==> src/rtl/usb_rx_line_decoder_pkg.sv <==
// Shared definitions for the USB full-speed receive line decoder:
// line-state encodings, FSM states and default parameters.
package usb_rx_line_decoder_pkg;

   typedef enum logic [1:0] {
      LS_SE0 = 2'b00,
      LS_K   = 2'b01,
      LS_J   = 2'b10,
      LS_SE1 = 2'b11
   } line_state_e;

   typedef enum logic [2:0] {
      IDLE,
      SYNC,
      DATA,
      EOP,
      ERRWAIT
   } rx_state_e;

   localparam int STUFF_LIMIT_DEF = 6;
   localparam int SYNC_MIN_Z_DEF  = 5;

   function automatic logic is_jk(input line_state_e ls);
      return (ls == LS_J) || (ls == LS_K);
   endfunction

endpackage

==> src/rtl/usb_rx_line_decoder_if.sv <==
// Receive-side byte bus from the line decoder to the packet decoder.
interface usb_rx_line_decoder_if;
   logic       rx_active;
   logic       rx_valid;
   logic [7:0] rx_data;
   logic       rx_eop;
   logic       rx_error;

   modport master (output rx_active, rx_valid, rx_data, rx_eop, rx_error);
   modport slave  (input  rx_active, rx_valid, rx_data, rx_eop, rx_error);
endinterface

==> src/rtl/usb_rx_line_decoder_unstuff.sv <==
// NRZI decode and bit-unstuffing: turns J/K samples into decoded bits,
// drops the stuffed 0 after a run of ones and flags a missing stuff bit.
module usb_rx_line_decoder_unstuff
   import usb_rx_line_decoder_pkg::*;
#(
   parameter int STUFF_LIMIT = STUFF_LIMIT_DEF
) (
   input  logic        i_clk,
   input  logic        i_rst_n,
   input  logic        i_strobe,
   input  line_state_e i_ls,
   input  logic        i_en,
   input  logic        i_clr,
   output logic        o_dec,
   output logic        o_bit_valid,
   output logic        o_bit_val,
   output logic        o_stuff_err
);

   localparam int OW = $clog2(STUFF_LIMIT + 1);

   line_state_e   r_prev;
   logic [OW-1:0] r_ones;
   logic          w_jk;
   logic          w_stuff;
   logic          w_take;

   assign w_jk    = is_jk(i_ls);
   assign w_stuff = (r_ones == OW'(STUFF_LIMIT));
   assign w_take  = i_strobe && i_en && w_jk;

   // Decoded value is only meaningful on J/K samples.
   assign o_dec       = (i_ls == r_prev);
   assign o_bit_val   = o_dec;
   assign o_bit_valid = w_take && !w_stuff;
   assign o_stuff_err = w_take && w_stuff && o_dec;

   always_ff @(posedge i_clk) begin
      if (!i_rst_n) begin
         r_prev <= LS_J;
         r_ones <= '0;
      end else begin
         if (i_strobe && w_jk)
            r_prev <= i_ls;
         if (i_clr)
            r_ones <= '0;
         else if (w_take)
            r_ones <= (o_dec && !w_stuff) ? r_ones + OW'(1) : '0;
      end
   end

endmodule

==> src/rtl/usb_rx_line_decoder.sv <==
// USB FS receive front end: SYNC hunt, byte assembly, EOP and line-error
// detection on top of the NRZI/unstuff stage.
module usb_rx_line_decoder
   import usb_rx_line_decoder_pkg::*;
#(
   parameter int STUFF_LIMIT = STUFF_LIMIT_DEF,
   parameter int SYNC_MIN_Z  = SYNC_MIN_Z_DEF
) (
   input  logic                   i_clk,
   input  logic                   i_rst_n,
   input  logic                   i_bit_strobe,
   input  logic                   i_line_dp,
   input  logic                   i_line_dn,
   usb_rx_line_decoder_if.master  o_rx
);

   localparam int ZW = $clog2(SYNC_MIN_Z + 1);

   rx_state_e   r_state, w_next;
   line_state_e w_ls;
   logic [ZW-1:0] r_zcnt;
   logic [2:0]  r_bitcnt;
   logic [7:0]  r_sr;
   logic        r_se0_seen;
   logic        r_active, r_valid, r_eop, r_error;
   logic [7:0]  r_data;
   logic        w_clr, w_eop, w_err, w_en;
   logic        w_dec, w_bit_valid, w_bit_val, w_stuff_err;

   assign w_ls = line_state_e'({i_line_dp, i_line_dn});
   assign w_en = (r_state == DATA);

   usb_rx_line_decoder_unstuff #(.STUFF_LIMIT(STUFF_LIMIT)) u_unstuff (
      .i_clk       (i_clk),
      .i_rst_n     (i_rst_n),
      .i_strobe    (i_bit_strobe),
      .i_ls        (w_ls),
      .i_en        (w_en),
      .i_clr       (w_clr),
      .o_dec       (w_dec),
      .o_bit_valid (w_bit_valid),
      .o_bit_val   (w_bit_val),
      .o_stuff_err (w_stuff_err)
   );

   always_ff @(posedge i_clk) begin
      if (!i_rst_n) r_state <= IDLE;
      else          r_state <= w_next;
   end

   always_comb begin
      w_next = r_state;
      w_clr  = 1'b0;
      w_eop  = 1'b0;
      w_err  = 1'b0;
      if (i_bit_strobe) begin
         unique case (r_state)
            IDLE: if (w_ls == LS_K) w_next = SYNC;
            SYNC: begin
               if (!is_jk(w_ls)) begin
                  w_next = IDLE;
               end else if (w_dec) begin
                  if (r_zcnt >= ZW'(SYNC_MIN_Z)) begin
                     w_next = DATA;
                     w_clr  = 1'b1;
                  end else begin
                     w_next = IDLE;
                  end
               end
            end
            DATA: begin
               if (w_ls == LS_SE0) begin
                  w_next = EOP;
               end else if (w_ls == LS_SE1 || w_stuff_err) begin
                  w_err  = 1'b1;
                  w_next = ERRWAIT;
               end
            end
            // A partial byte at SE0 is reported with the EOP itself.
            EOP: begin
               if (w_ls == LS_J) begin
                  w_eop  = 1'b1;
                  w_err  = (r_bitcnt != 3'd0);
                  w_next = IDLE;
               end else if (w_ls != LS_SE0) begin
                  w_err  = 1'b1;
                  w_next = ERRWAIT;
               end
            end
            ERRWAIT: begin
               if (w_ls == LS_J && r_se0_seen) begin
                  w_eop  = 1'b1;
                  w_next = IDLE;
               end
            end
            default: w_next = IDLE;
         endcase
      end
   end

   always_ff @(posedge i_clk) begin
      if (!i_rst_n) begin
         r_zcnt     <= '0;
         r_bitcnt   <= '0;
         r_sr       <= '0;
         r_se0_seen <= 1'b0;
         r_active   <= 1'b0;
         r_valid    <= 1'b0;
         r_eop      <= 1'b0;
         r_error    <= 1'b0;
         r_data     <= '0;
      end else begin
         r_valid  <= 1'b0;
         r_eop    <= w_eop;
         r_error  <= w_err;
         r_active <= (w_next == DATA) || (w_next == EOP) || (w_next == ERRWAIT);
         if (i_bit_strobe) begin
            r_se0_seen <= (r_state == ERRWAIT) && (w_ls == LS_SE0);
            if (r_state == IDLE)
               r_zcnt <= ZW'(1);
            else if (r_state == SYNC && is_jk(w_ls) && !w_dec && r_zcnt != ZW'(SYNC_MIN_Z))
               r_zcnt <= r_zcnt + ZW'(1);
         end
         // LSB arrives first, so new bits enter at the top and shift down.
         if (w_clr) begin
            r_bitcnt <= '0;
         end else if (w_bit_valid) begin
            r_sr     <= {w_bit_val, r_sr[7:1]};
            r_bitcnt <= r_bitcnt + 3'd1;
            if (r_bitcnt == 3'd7) begin
               r_data  <= {w_bit_val, r_sr[7:1]};
               r_valid <= 1'b1;
            end
         end
      end
   end

   assign o_rx.rx_active = r_active;
   assign o_rx.rx_valid  = r_valid;
   assign o_rx.rx_data   = r_data;
   assign o_rx.rx_eop    = r_eop;
   assign o_rx.rx_error  = r_error;

endmodule

==> src/flat_wrapper.sv <==
// flat-port wrapper written by rule: the top's interface ports become plain ports
module usb_rx_line_decoder_flat import usb_rx_line_decoder_pkg::*;
#(
   parameter int STUFF_LIMIT = STUFF_LIMIT_DEF,
   parameter int SYNC_MIN_Z  = SYNC_MIN_Z_DEF
)
  (i_clk, i_rst_n, i_bit_strobe, i_line_dp, i_line_dn, o_rx_rx_active, o_rx_rx_valid, o_rx_rx_data, o_rx_rx_eop, o_rx_rx_error);
  usb_rx_line_decoder_if o_rx_i ();
  input  logic i_clk;
  input  logic i_rst_n;
  input  logic i_bit_strobe;
  input  logic i_line_dp;
  input  logic i_line_dn;
  output wire logic [$bits(o_rx_i.rx_active)-1:0] o_rx_rx_active;
  output wire logic [$bits(o_rx_i.rx_valid)-1:0] o_rx_rx_valid;
  output wire logic [$bits(o_rx_i.rx_data)-1:0] o_rx_rx_data;
  output wire logic [$bits(o_rx_i.rx_eop)-1:0] o_rx_rx_eop;
  output wire logic [$bits(o_rx_i.rx_error)-1:0] o_rx_rx_error;
  assign o_rx_rx_active = o_rx_i.rx_active;
  assign o_rx_rx_valid = o_rx_i.rx_valid;
  assign o_rx_rx_data = o_rx_i.rx_data;
  assign o_rx_rx_eop = o_rx_i.rx_eop;
  assign o_rx_rx_error = o_rx_i.rx_error;
  usb_rx_line_decoder #(.STUFF_LIMIT(STUFF_LIMIT), .SYNC_MIN_Z(SYNC_MIN_Z)) u_core (.i_clk(i_clk), .i_rst_n(i_rst_n), .i_bit_strobe(i_bit_strobe), .i_line_dp(i_line_dp), .i_line_dn(i_line_dn), .o_rx(o_rx_i));
endmodule
==> config.mk <==
export PLATFORM = sky130hd
export DESIGN_NAME = usb_rx_line_decoder_flat
export DESIGN_NICKNAME = d
export VERILOG_FILES = /design/src/rtl/usb_rx_line_decoder_pkg.sv /design/src/rtl/usb_rx_line_decoder_if.sv /design/src/rtl/usb_rx_line_decoder_unstuff.sv /design/src/rtl/usb_rx_line_decoder.sv /design/src/flat_wrapper.sv
export SDC_FILE = /design/constraint.sdc
export NUM_CORES = 1
export LEC_CHECK = 0
export BUFFER_PORTS_ARGS = -buffer_cell sky130_fd_sc_hd__buf_4
export CORE_UTILIZATION = 57
export DETAILED_ROUTE_END_ITERATION = 10
export GPL_TIMING_DRIVEN = 1
export PLACE_DENSITY = 0.78
export SYNTH_ARGS = -nofsm -noshare
export SYNTH_HDL_FRONTEND = slang
export SYNTH_SLANG_ARGS = --single-unit
==> constraint.sdc <==
create_clock -name i_clk -period 2.4 [get_ports i_clk]
set_clock_uncertainty 0.2 [all_clocks]
set_input_delay 0.12 -clock i_clk [delete_from_list [all_inputs] [get_ports i_clk]]
set_output_delay 0.12 -clock i_clk [all_outputs]
set_load 0.05 [all_outputs]
**Word level (Yosys, flattened, before mapping)**

Cells that the tools add are included.

- Add/sub/neg operators: 3
- $mul: 0
- Div/mod/pow operators: 0
- Magnitude comparators: 1
- Equal/unequal tests: 14
- Shifts and indexed selects: 0
- Mux-type cells: 28
- Bitwise logic cells: 3
- Reductions and logical operators: 29

Operator list:

| operator | number |
|---|---|
| $mux 3 | 12 |
| $pmux 3 s5 | 1 |
| $eq 3x2->1 const B | 4 |
| $eq 3x3->1 const B | 4 |
| $logic_and 1x1->1 | 12 |
| $mux 1 | 12 |
| $add 3x1->3 const B | 3 |
| $reduce_and 2->1 | 3 |
| $eq 2x2->1 const B | 2 |
| $logic_or 1x1->1 | 4 |
| $pmux 1 s2 | 2 |
| $reduce_bool 2->1 | 2 |
| $eq 3x1->1 const B | 1 |
| $ge 3x3->1 const B | 1 |
| $logic_not 3->1 | 1 |
| $ne 3x3->1 const B | 1 |
| $not 1->1 | 3 |
| $reduce_and 3->1 | 1 |
| $reduce_bool 3->1 | 1 |
| $reduce_or 3->1 | 1 |
| $eq 2x1->1 const B | 1 |
| $eq 2x2->1 | 1 |
| $logic_not 1->1 | 2 |
| $logic_not 2->1 | 1 |
| 2 further kinds | 2 |

- Register bits: 35
- Latch bits: 0
- Bits in writable memories: 0
- Memory bits (read-only): 0
- Bits of input ports: 5
- Output and inout bits: 12
- Memories kept: 0

**Longest topological paths before layout**

Gate-level depths: netlist (run 1).

- Depth in word-level cells: 13
- Mapped depth: 8
- Mapped depth without buffers: 7

**Modules after synthesis**

Synthesis (run 1) repeated with hierarchy kept, for this count alone.

- Cell total of the unflattened synthesis: 190
- Area, all modules: 1,714.1 sq um

By module, submodules not included:

| module | instances | cells an instance | area each (sq um) | seq. area each (sq um) |
|---|---|---|---|---|
| usb_rx_line_decoder | 1 | 153 | 1,398.8 | 580.6 |
| usb_rx_line_decoder_unstuff | 1 | 37 | 315.3 | 100.1 |

**Worst setup path before layout (run 1)**

Ideal clock, no wire load.

- Path kind: register -> register
- Start point: reg u_core.u_unstuff.r_ones[0]
- End point: reg u_core.u_unstuff.r_ones[1]
- Setup time: 67 ps
- Arrival time: 1,672 ps
- Path slack: 460 ps
- Stages on the path, launching flop included: 8
- Path buffers: 1
- Period minus slack after synthesis: 1,940 ps
- Cell sequence: dfxtp_1 > inv_1 > ha_1 > and2_1 > or3_1 > clkbuf_2 > or3_1 > a21oi_2

- Word-level cells in the longest chain between the ends: 4
- Elaborated cells between the ends (all ways): 5
- Classes of those cells: add/sub (1); eq/ne (1); mux (1); reduce/logical (2)

RTL lines:

| what | line | source |
|---|---|---|
| start, declared | usb_rx_line_decoder_unstuff.sv:23 | `logic [OW-1:0] r_ones;` |
| start signal, assigned | usb_rx_line_decoder_unstuff.sv:48 | `r_ones <= (o_dec && !w_stuff) ? r_ones + OW'(1) : '0;` |
| branches (longest 3 deep; another with $add 3x1->3) | n/a |  |
| $mux 3 (*) | usb_rx_line_decoder_unstuff.sv:48 |  |

Mark *: on every way between the ends.
A chain may end at the register's enable or synchronous reset.

**Worst setup path in the final report (run 1)**

- Start point: in i_line_dn
- End point: reg u_core.r_active, in the netlist u_core.o_rx.rx_active

- Word-level cells in the longest chain between the ends: 13
- Elaborated cells between the ends (all ways): 27
- Classes of those cells: eq/ne (7); mux (10); reduce/logical (10)

RTL lines:

| what | line | source |
|---|---|---|
| start, declared | flat_wrapper.sv:13 | `input logic i_line_dn;` |
| $eq 2x2->1 / $eq 2x1->1 (equally long branches) | n/a |  |
| $logic_or 1x1->1 | usb_rx_line_decoder_pkg.sv:24 | `return (ls == LS_J) \|\| (ls == LS_K);` |
| $logic_and 1x1->1 | usb_rx_line_decoder_unstuff.sv:30 | `assign w_take = i_strobe && i_en && w_jk;` |
| $logic_and 1x1->1 (2 in series) | usb_rx_line_decoder_unstuff.sv:36 | `assign o_stuff_err = w_take && w_stuff && o_dec;` |
| $logic_or 1x1->1 | usb_rx_line_decoder.sv:74 | `end else if (w_ls == LS_SE1 \|\| w_stuff_err) begin` |
| $mux 3 | usb_rx_line_decoder.sv:74 |  |
| $mux 3 | usb_rx_line_decoder.sv:72 | `if (w_ls == LS_SE0) begin` |
| $pmux 3 s5 (*) | usb_rx_line_decoder.sv:57 | `unique case (r_state)` |
| $mux 3 (*) | usb_rx_line_decoder.sv:56 | `if (i_bit_strobe) begin` |
| $eq 3x2->1 | usb_rx_line_decoder.sv:116 | `r_active <= (w_next == DATA) \|\| (w_next == EOP) \|\| (w_next == ERRWAIT);` |
| $logic_or 1x1->1 | usb_rx_line_decoder.sv:116 |  |
| $logic_or 1x1->1 (*) | usb_rx_line_decoder.sv:116 |  |
| end signal, assigned | usb_rx_line_decoder.sv:116 |  |
| end, declared | usb_rx_line_decoder.sv:25 | `logic r_active, r_valid, r_eop, r_error;` |

Mark *: on every way between the ends. The rest lies on a longest branch, timed or not.

==> impl_metrics.csv, run 1 <==
group,metric,value,unit
yosys,proportion_of_netlist_area_held_by_the_largest_area_contributor,41.9,%
yosys,postSynthCellCount,181,
sta,clock.fmax,433,MHz
yosys,mappedNetlistNets,197,
yosys,yosys_register_bits,34,
detailed_routing,drcViolationCount,0,
floorplan,num_rows,19,
worst_setup_path,cp_cell_sequence,"dlygate4sd3_1 > buf_4 > inv_1 > ha_1 > nand2_1 > and4b_1 > o211ai_1 > and2_1 > o41ai_1",
final_layout,area.growth.synth_to_final,15.2,%
worst_setup_path,timing.critical_path.slowest_stage_cell,"dlygate4sd3_1",
worst_setup_path,crit_path_kind,"in -> reg",
worst_hold_path,timing.hold.worst.class,"in -> reg",
clock_network,cts-root-buf,"clkbuf_4",
worst_setup_path,critical_path.startpoint_type,"primary input",
floorplan,placeableCoreArea,2730,um^2
global_routing,grt-ovfl-total,0,
global_routing,grt_pass1_wl,5300,um
floorplan,design.portCount,17,
yosys,synth-edff-count,0,
yosys,ys_dominant_reg_cell,"dfxtp_1",
clock_network,insertion_delay,0.34,ns
sta,finalHoldViolations,0,
worst_setup_path,crit_path_end_kind,"register",
floorplan,die_w,55.4,um
worst_setup_path,critical_path_at,2.35,ns
clock_network,cts-htree-levels,2,
sta,measured_slew_at_the_worst_slew_check_pin,0.652,ns
global_routing,antenna_found_initial,0,
outcome,status,"finished clean",
place,gp_routability_congestion,0.793,
place,buffer_ports.inserted,16,
detailed_routing,drt_first_iter_violations,30,
power_and_ir_drop,cellLeakagePower,0.000801,uW
final_layout,share_of_post_route_cells_with_drive_strength_above_1,15.3,%
detailed_routing,initial_drt_pass_iterations,4,
clock_network,cts.reportedPaths.clkPinSlew,0.11,ns
global_routing,grt_start_max_net_pins,23,
global_routing,grt_pass1_vias,1290,
worst_setup_path,required,2.44,ns
yosys,post_synth_num_cell_types,38,
sta,finalCriticalPeriod,2.31,ns
worst_setup_path,crit_path_max_fanout,10,
clock_network,tritoncts,"yes",
flow_run,maxCapViolCount,0,
clock_network,cts.sinks,34,
final_layout,final_util,68.5,%
detailed_routing,detailroute.via_count,1353,
yosys,synth.avg_cell_area,8.98,um^2
sta,layout_worst_path_cycle_share,96.2,%
clock_network,clockBufferDepth,2,
final_layout,finish.net_count,218,
sta,slew_headroom,56.5,%
worst_setup_path,r2r.worst_path.cells,6,
yosys,yosysSeqAreaShare,41.9,%
place,hpwl,2320,um
detailed_routing,route.detailed.wl_per_inst,13.9,um
clock_network,cts_post_setup_buffers_inserted,0,
final_layout,diodes,0,
power_and_ir_drop,power_per_cell_area,568,nW/um^2
power_and_ir_drop,ir_worst_vdd,0.473,mV
clock_network,numCtsBuffers,5,
yosys,async_reset_ff_share,0,%
floorplan,floorplan.die.height,55.4,um
yosys,mappedNetlistArea,1630,um^2
yosys,ys.warnings.count,0,
sta,report.final.setup_viol,0,
detailed_routing,drt.antenna.violating_nets,0,
floorplan,floorplan.initialDensity,59.5,%
detailed_routing,drt-total-wl,3250,um
worst_hold_path,hold-path-cell-count,4,
worst_setup_path,worst_path_largest_cell_delay,0.56,ns
sta,totalNegativeSetupSlack,0,ns
detailed_routing,drt-vias-per-instance,5.78,
yosys,synthTopCellsByArea,"dfxtp_1 42%, mux2i_1 9.9%, ha_1 8.5%, nor2_1 6.2%, nand2_1 3.7%",
global_routing,grt_use_total,21.9,%
sta,rsz0062_at_grt,"false",
yosys,leading_area_contributor_after_synthesis,"dfxtp_1",
floorplan,dieArea,3070,um^2
sta,report.final.slew_viol_count,0,
cells in the mapped netlist (all sizes together) (2+ instances only):
master	n
or2	2
and2	2
dfxtp	34
a31oi	2
nor2b	2
nand2	17
nand4	6
ha	11
mux2i	16
nor3	4
o211ai	2
nor2	27
inv	9
or3	4
o21ai	3
xnor2	4
o31ai	2
nand2b	2
clkbuf	5
nand3	3
a21oi	9
or3b	2
buf	2
a32o	2
registers in the layout (all words and copies together) (netlist names):
signal                   cells
u_core.o_rx.rx_data          8
u_core.r_sr                  7
u_core.r_bitcnt              3
u_core.r_state               3
u_core.r_zcnt                3
u_core.u_unstuff.r_ones      3
u_core.u_unstuff.r_prev      2
u_core.o_rx.rx_active        1
u_core.o_rx.rx_eop           1
u_core.o_rx.rx_error         1
u_core.o_rx.rx_valid         1
u_core.r_se0_seen            1
kinds of logic after synthesis:
group,after synthesis,synth area share [%]
simple gates,75,22.6
fa+ha+maj,11,8.47
xor+xnor,4,2.16
mux,17,10.5
buf+inv,16,4.46
compound gates,24,9.85
flops,34,41.9
power breakdown:
part | switching (uW) | total, uW | internal [uW]
registers | 4.64 | 573 | 569
logic | 46.7 | 74.5 | 27.8
clock network | 196 | 415 | 220
area by class of cell:
| cell class | count | area, um^2 |
|---|---|---|
| Multi-Input combinational cell | 131 | 872 |
| Fill cell | 221 | 862 |
| Sequential cell | 34 | 681 |
| Timing Repair Buffer | 21 | 168 |
| Clock buffer | 6 | 41.3 |
| Tap cell | 31 | 38.8 |
| Clock inverter | 2 | 37.5 |
| Inverter | 9 | 33.8 |
worst max-delay path, delay by kind of cell:
kind | cells | cell delay (ns)
and+or+nand+nor | 3 | 0.74
AOI/OAI and AO/OA | 2 | 0.42
adders and majority gates | 1 | 0.29
buffers and inverters | 3 | 0.78
final timing paths:
kind	start	slack [ns]	end
worst min-delay path	i_line_dp	0.05	u_core.o_rx.rx_data[7]
worst max-delay path	i_line_dn	0.09	u_core.o_rx.rx_active
worst min register to register	u_core.o_rx.rx_data[7]	0.26	u_core.o_rx.rx_data[7]
worst max register to register	u_core.u_unstuff.r_ones[0]	0.35	u_core.u_unstuff.r_ones[1]
routing by layer:
layer	up-vias	track usage, %	wire (um)
met3	12	7.03	153
met2	38	37.0	1550
met5	-	0	0
met1	633	24.3	1440
met4	0	12.1	103
li1	670	-	-
layout by cell type (no fill, tap or decap), types with 5 or more instances in the layout:
cell type and n:
clkbuf_4 5, inv_1 9, mux2i_1 16, nand2_1 16, a21oi_1 8, nor2_1 27
ha_1 11, nand4_1 6, buf_4 17, dfxtp_1 34
per-stage QoR:
stage               cells  setup slack [ns]  hold slack (ns)  total power [uW]  instance area, um^2
detailed placement    222             0.349            0.196               653                 1750
global route          234            0.0194           0.0383              1100                 1870
finish                234            0.0902           0.0508              1060                 1870
CTS                   234             0.174           0.0172              1070                 1870
floorplan             181             0.460           0.0675               632                 1630
global placement      222             0.417            0.198               649                 1750
timing repair:
| action | CTS | global route |
|---|---|---|
| hold buffers | 4 | 0 |
| gates resized for setup | 0 | 0 |
| endpoints found under the hold margin | 9 | 0 |
Note: power is estimated with default switching activity, not from simulation.
==> inputs of run 2 (changes only) <==
Settings changed: REMOVE_ABC_BUFFERS set to 1.
==> run 2 against run 1 <==
  * Total power barely moved
  * Global-route usage rose by 2.1 points
  * Sequential share of layout area fell by 0.19 points
  * Combinational power fell by 2%
  * Critical path type unchanged
  * Largest cell class unchanged
  * Largest power group unchanged
==> impl_metrics.csv, run 2 (synthesized netlist as in run 1, its figures left out) <==
group,metric,value,unit
place,postPlaceCellArea,1750,um^2
global_routing,grt_start_max_net_pins,23,
outcome,status,"finished clean",
detailed_routing,drt-total-wl,3250,um
floorplan,design.portCount,17,
detailed_routing,drt_first_iter_violations,34,
final_layout,regArea,681,um^2
sta,clock.fmax,444,MHz
sta,finalCriticalPeriod,2.25,ns
sta,layout_worst_path_cycle_share,93.9,%
final_layout,fillCellCount,210,
final_layout,diodes,0,
clock_network,cts-root-buf,"clkbuf_4",
clock_network,cts.sinks,34,
worst_setup_path,critical_path_at,2.30,ns
place,gp_routability_congestion,0.828,
clock_network,cts.reportedPaths.clkPinSlew,0.10,ns
clock_network,cts-htree-levels,2,
detailed_routing,initial_drt_pass_iterations,4,
final_layout,number_of_flip_flops_under_the_largest_register_name,8,
power_and_ir_drop,power_per_cell_area,565,nW/um^2
place,hpwl,2420,um
power_and_ir_drop,cellLeakagePower,0.000805,uW
final_layout,layout.cells.most_common,"dfxtp_1",
worst_setup_path,crit_path_end_kind,"register",
sta,measured_slew_at_the_worst_slew_check_pin,0.643,ns
floorplan,num_rows,19,
final_layout,multi_input_area,872,um^2
sta,rsz0062_at_grt,"false",
global_routing,grt_use_total,24.1,%
global_routing,grt-ovfl-total,0,
floorplan,placeableCoreArea,2730,um^2
worst_setup_path,required,2.45,ns
global_routing,grt_pass1_vias,1379,
floorplan,die_w,55.4,um
flow_run,maxCapViolCount,0,
detailed_routing,drt.antenna.violating_nets,0,
global_routing,antenna_found_initial,0,
clock_network,post_cts.resized_instances,0,
detailed_routing,drcViolationCount,0,
sta,report.final.slew_viol_count,0,
worst_hold_path,timing.hold.worst.class,"reg -> reg",
final_layout,final_cell_mix,"34 x dfxtp_1, 27 x nor2_1, 17 x buf_4, 16 x nand2_1, 16 x mux2i_1",
place,buffer_ports.inserted,16,
sta,report.final.setup_viol,0,
final_layout,stdcell_area,1880,um^2
floorplan,floorplan.initialDensity,59.5,%
final_layout,final_util,68.8,%
sta,whs,0.280,ns
place,dp_cells,222,
worst_setup_path,critical_path.startpoint_type,"primary input",
clock_network,numCtsBuffers,5,
floorplan,floorplan.die.height,55.4,um
clock_network,tritoncts,"yes",
sta,slew_headroom,57.1,%
sta,finalHoldViolations,0,
power_and_ir_drop,ir_worst_vdd,0.459,mV
floorplan,dieArea,3070,um^2
clock_network,insertion_delay,0.34,ns
detailed_routing,route.detailed.wl_per_inst,13.8,um
final_layout,finish.net_count,219,
worst_setup_path,crit_path_kind,"in -> reg",
final_layout,layoutNonFillerInstCount,235,
detailed_routing,drt-vias-per-instance,5.77,
clock_network,clockBufferDepth,2,
detailed_routing,detailroute.via_count,1355,
final_layout,share_of_post_route_cells_with_drive_strength_above_1,15.2,%
global_routing,grt_pass1_wl,5730,um
worst_setup_path,crit_path_max_fanout,10,
final_layout,area.growth.synth_to_final,15.8,%
## run 2: cell types whose count changed in the layout (fill, tap and decap cells not counted)
| cell | delta |
|---|---|
| dlygate4sd3_1 | +1 |
## run 2: cell type report
cell class / instances / share of cell area [%]
clock buffers: 6 / 2.19
clock inverters: 2 / 1.99
inverters: 9 / 1.80
multi-input cells: 131 / 46.3
flip-flops and latches: 34 / 36.2
well taps: 31 / 2.06
repair buffers: 22 / 9.44
## run 2: power breakdown
part	internal [uW]	switching, uW	total [uW]
sequential	569	4.89	574
clock	220	198	417
combinational	28.5	44.5	73.0
total	817	247	1060
## run 2: path summary, 6_finish.rpt
kind / start / endpoint / slack (ns) / cells past startpoint
worst min register to register: u_core.o_rx.rx_data[7] / u_core.o_rx.rx_data[7] / 0.28 / 2
worst min-delay path: u_core.o_rx.rx_data[7] / u_core.o_rx.rx_data[7] / 0.28 / 2
worst max-delay path: i_line_dp / u_core.o_rx.rx_active / 0.15 / 9
worst max register to register: u_core.u_unstuff.r_ones[0] / u_core.u_unstuff.r_ones[1] / 0.37 / 6
## run 2: layer usage
layer	part of all wire (%)	global-route usage (%)	vias up	wire (um)
met5	0	0	-	0
met4	2.2	14.6	0	72
met3	4.5	7.73	9	146
met2	51	42.3	34	1660
met1	42	24.6	640	1370
li1	-	-	672	-
## run 2: what timing repair did
item                      in CTS  in global routing
hold buffers                   5                  0
setup buffers                  0                  0
hold endpoints to repair      11                  0
## run 2: through the flow
stage               total power [uW]  setup TNS, ns  worst slack [ns]
global route                    1110              0           0.00729
CTS                             1070              0             0.145
global placement                 649              0             0.417
detailed placement               652              0             0.318
finish                          1060              0             0.145
floorplan                        628          -2.61            -0.314
## run 2: worst max-delay path, cell delays in order
cell	delay, ns
dlygate4sd3_1	0.52
buf_4	0.13
inv_1	0.07
ha_1	0.29
nand2_1	0.18
and4b_1	0.37
o211ai_1	0.12
and2_1	0.19
o41ai_1	0.29
==> inputs of run 3 (changes only) <==
Settings changed: CORE_MARGIN set to 8, GPL_TIMING_DRIVEN 1 to 0, TNS_END_PERCENT set to 1.
==> run 3 against run 2 <==
  * Worst hold slack worse by 0.25 ns
  * Register-to-register slack got worse by 0.11 ns
  * Via count hardly changed
  * Flip-flop and latch count unchanged
  * Largest cell class unchanged
  * Critical endpoint is now u_core.o_rx.rx_data[6]
  * Total power shrank 11%
  * Global-route usage shrank 10 points
  * First-iteration DRC count grew to 3.8 times the previous value
  * Sequential power barely moved
  * Core utilization up 0.46 points
==> impl_metrics.csv, run 3 (synthesized netlist as in run 1, its figures left out) <==
group,metric,value,unit
sta,report.final.setup_viol,0,
sta,finalCriticalPeriod,2.14,ns
final_layout,fillCellCount,215,
detailed_routing,drt_first_iter_violations,128,
place,buffer_ports.inserted,16,
clock_network,cts-htree-levels,2,
sta,finalHoldViolations,0,
floorplan,num_rows,19,
worst_setup_path,critical_path.startpoint_type,"register",
sta,clock.fmax,467,MHz
sta,rsz0062_at_grt,"false",
detailed_routing,route.detailed.wl_per_inst,14.6,um
worst_setup_path,crit_path_kind,"reg -> reg",
worst_setup_path,crit_path_end_kind,"register",
worst_setup_path,required,2.42,ns
flow_run,maxCapViolCount,0,
final_layout,layout.cells.most_common,"dfxtp_1",
final_layout,diodes,0,
global_routing,grt_pass1_wl,5590,um
final_layout,final_cell_mix,"34 x dfxtp_1, 27 x nor2_1, 22 x buf_4, 16 x nand2_1, 16 x mux2i_1",
detailed_routing,drt-vias-per-instance,5.69,
sta,report.final.slew_viol_count,0,
power_and_ir_drop,power_per_cell_area,502,nW/um^2
floorplan,placeableCoreArea,2730,um^2
clock_network,tritoncts,"yes",
worst_hold_path,timing.hold.worst.class,"in -> reg",
clock_network,cts.reportedPaths.clkPinSlew,0.11,ns
power_and_ir_drop,design_power_total,951,uW
power_and_ir_drop,cellLeakagePower,0.000816,uW
detailed_routing,drcViolationCount,0,
clock_network,cts-root-buf,"clkbuf_4",
sta,measured_slew_at_the_worst_slew_check_pin,0.658,ns
worst_setup_path,critical_path_at,2.16,ns
sta,slew_headroom,56.1,%
detailed_routing,drt-total-wl,3480,um
worst_setup_path,crit_path_max_fanout,9,
floorplan,design.portCount,17,
place,worst_slack_at_placement,-0.207,ns
floorplan,floorplan.initialDensity,59.5,%
power_and_ir_drop,ir_worst_vdd,0.628,mV
clock_network,insertion_delay,0.34,ns
global_routing,grt_pass1_vias,1326,
global_routing,grt-ovfl-total,0,
place,gp_routability_congestion,0.868,
detailed_routing,detailroute.via_count,1354,
place,hpwl,2460,um
global_routing,grt_use_total,13.9,%
global_routing,antenna_found_initial,0,
detailed_routing,drt.antenna.violating_nets,0,
clock_network,numCtsBuffers,5,
sta,layout_worst_path_cycle_share,89.3,%
final_layout,finish.net_count,223,
outcome,status,"finished clean",
floorplan,dieArea,4820,um^2
clock_network,cts.sinks,34,
floorplan,floorplan.die.height,69.4,um
global_routing,grt_start_max_net_pins,23,
detailed_routing,initial_drt_pass_iterations,4,
final_layout,share_of_post_route_cells_with_drive_strength_above_1,17.9,%
floorplan,die_w,69.4,um
final_layout,area.growth.synth_to_final,16.6,%
final_layout,number_of_flip_flops_under_the_largest_register_name,8,
clock_network,clockBufferDepth,2,
sta,finalWorstSetupSlack,0.257,ns
## run 3: cell types whose count changed in the layout (fill, tap and decap cells not counted)
cell,previous run,this run
bufinv_16,1,0
clkbuf_1,1,0
dlygate4sd3_1,5,4
nor3_4,0,1
clkinvlp_4,1,2
buf_4,17,22
nor3_1,4,3
## run 3: layout make-up
| class | instances | area (um^2) | share of cell area, % |
|---|---|---|---|
| multi-input cells | 131 | 883 | 46.6 |
| well taps | 31 | 38.8 | 2.05 |
| flip-flops and latches | 34 | 681 | 35.9 |
| clock inverters | 2 | 15.0 | 0.793 |
| repair buffers | 26 | 205 | 10.8 |
| clock buffers | 5 | 37.5 | 1.98 |
| inverters | 9 | 33.8 | 1.78 |
## run 3: final timing paths
kind / start / slack (ns) / to / cells past startpoint
setup reg to reg: u_core.r_state[1] / 0.26 / u_core.o_rx.rx_data[6] / 5
hold reg to reg: u_core.u_unstuff.r_prev[0] / 0.27 / u_core.u_unstuff.r_prev[0] / 2
hold / removal: i_line_dn / 0.03 / u_core.o_rx.rx_data[7] / 4
setup / recovery: u_core.r_state[1] / 0.26 / u_core.o_rx.rx_data[6] / 5
## run 3: where the power goes
part | leakage, uW | internal [uW] | total, uW | switching [uW]
sequential | 0.000274 | 569 | 574 | 5.21
combinational | 0.000518 | 27.4 | 73.8 | 46.3
clock | 0.0000233 | 108 | 304 | 196
## run 3: per-layer routing
layer / wire, um / GRT usage (%) / up-vias
met4: 46 / 6.61 / 0
met5: 0 / 0 / -
met3: 222 / 6.44 / 4
met1: 1520 / 14.6 / 638
met2: 1690 / 23.0 / 36
li1: - / - / 676
## run 3: critical path, stage by stage (launching register included)
cell	delay (ns)
dfxtp_1	0.44
or3b_4	0.44
nor3_4	0.39
nand2_2	0.26
mux2i_1	0.23
nor2_1	0.06
## run 3: timing repair
item / 4_1_cts / 5_1_grt
pin swaps: 0 / 1
setup buffers: 0 / 6
endpoints found under the hold margin: 9 / 0
gates resized for setup: 1 / 0
hold buffers: 4 / 0
setup endpoints to repair: 9 / 8
## run 3: per-stage QoR
| step | TNS, ns | hold WS [ns] | cells | instance area [um^2] | util (%) |
|---|---|---|---|---|---|
| floorplan | -2.61 | 0.00887 | 174 | 1590 | - |
| global placement | -8.42 | 0.188 | 221 | 1750 | 63.8 |
| detailed placement | -1.46 | 0.206 | 221 | 1750 | 64.0 |
| CTS | 0 | 0.00259 | 232 | 1850 | 67.6 |
| global route | 0 | 0.0395 | 238 | 1890 | 69.3 |
| finish | 0 | 0.0332 | 238 | 1890 | 69.3 |
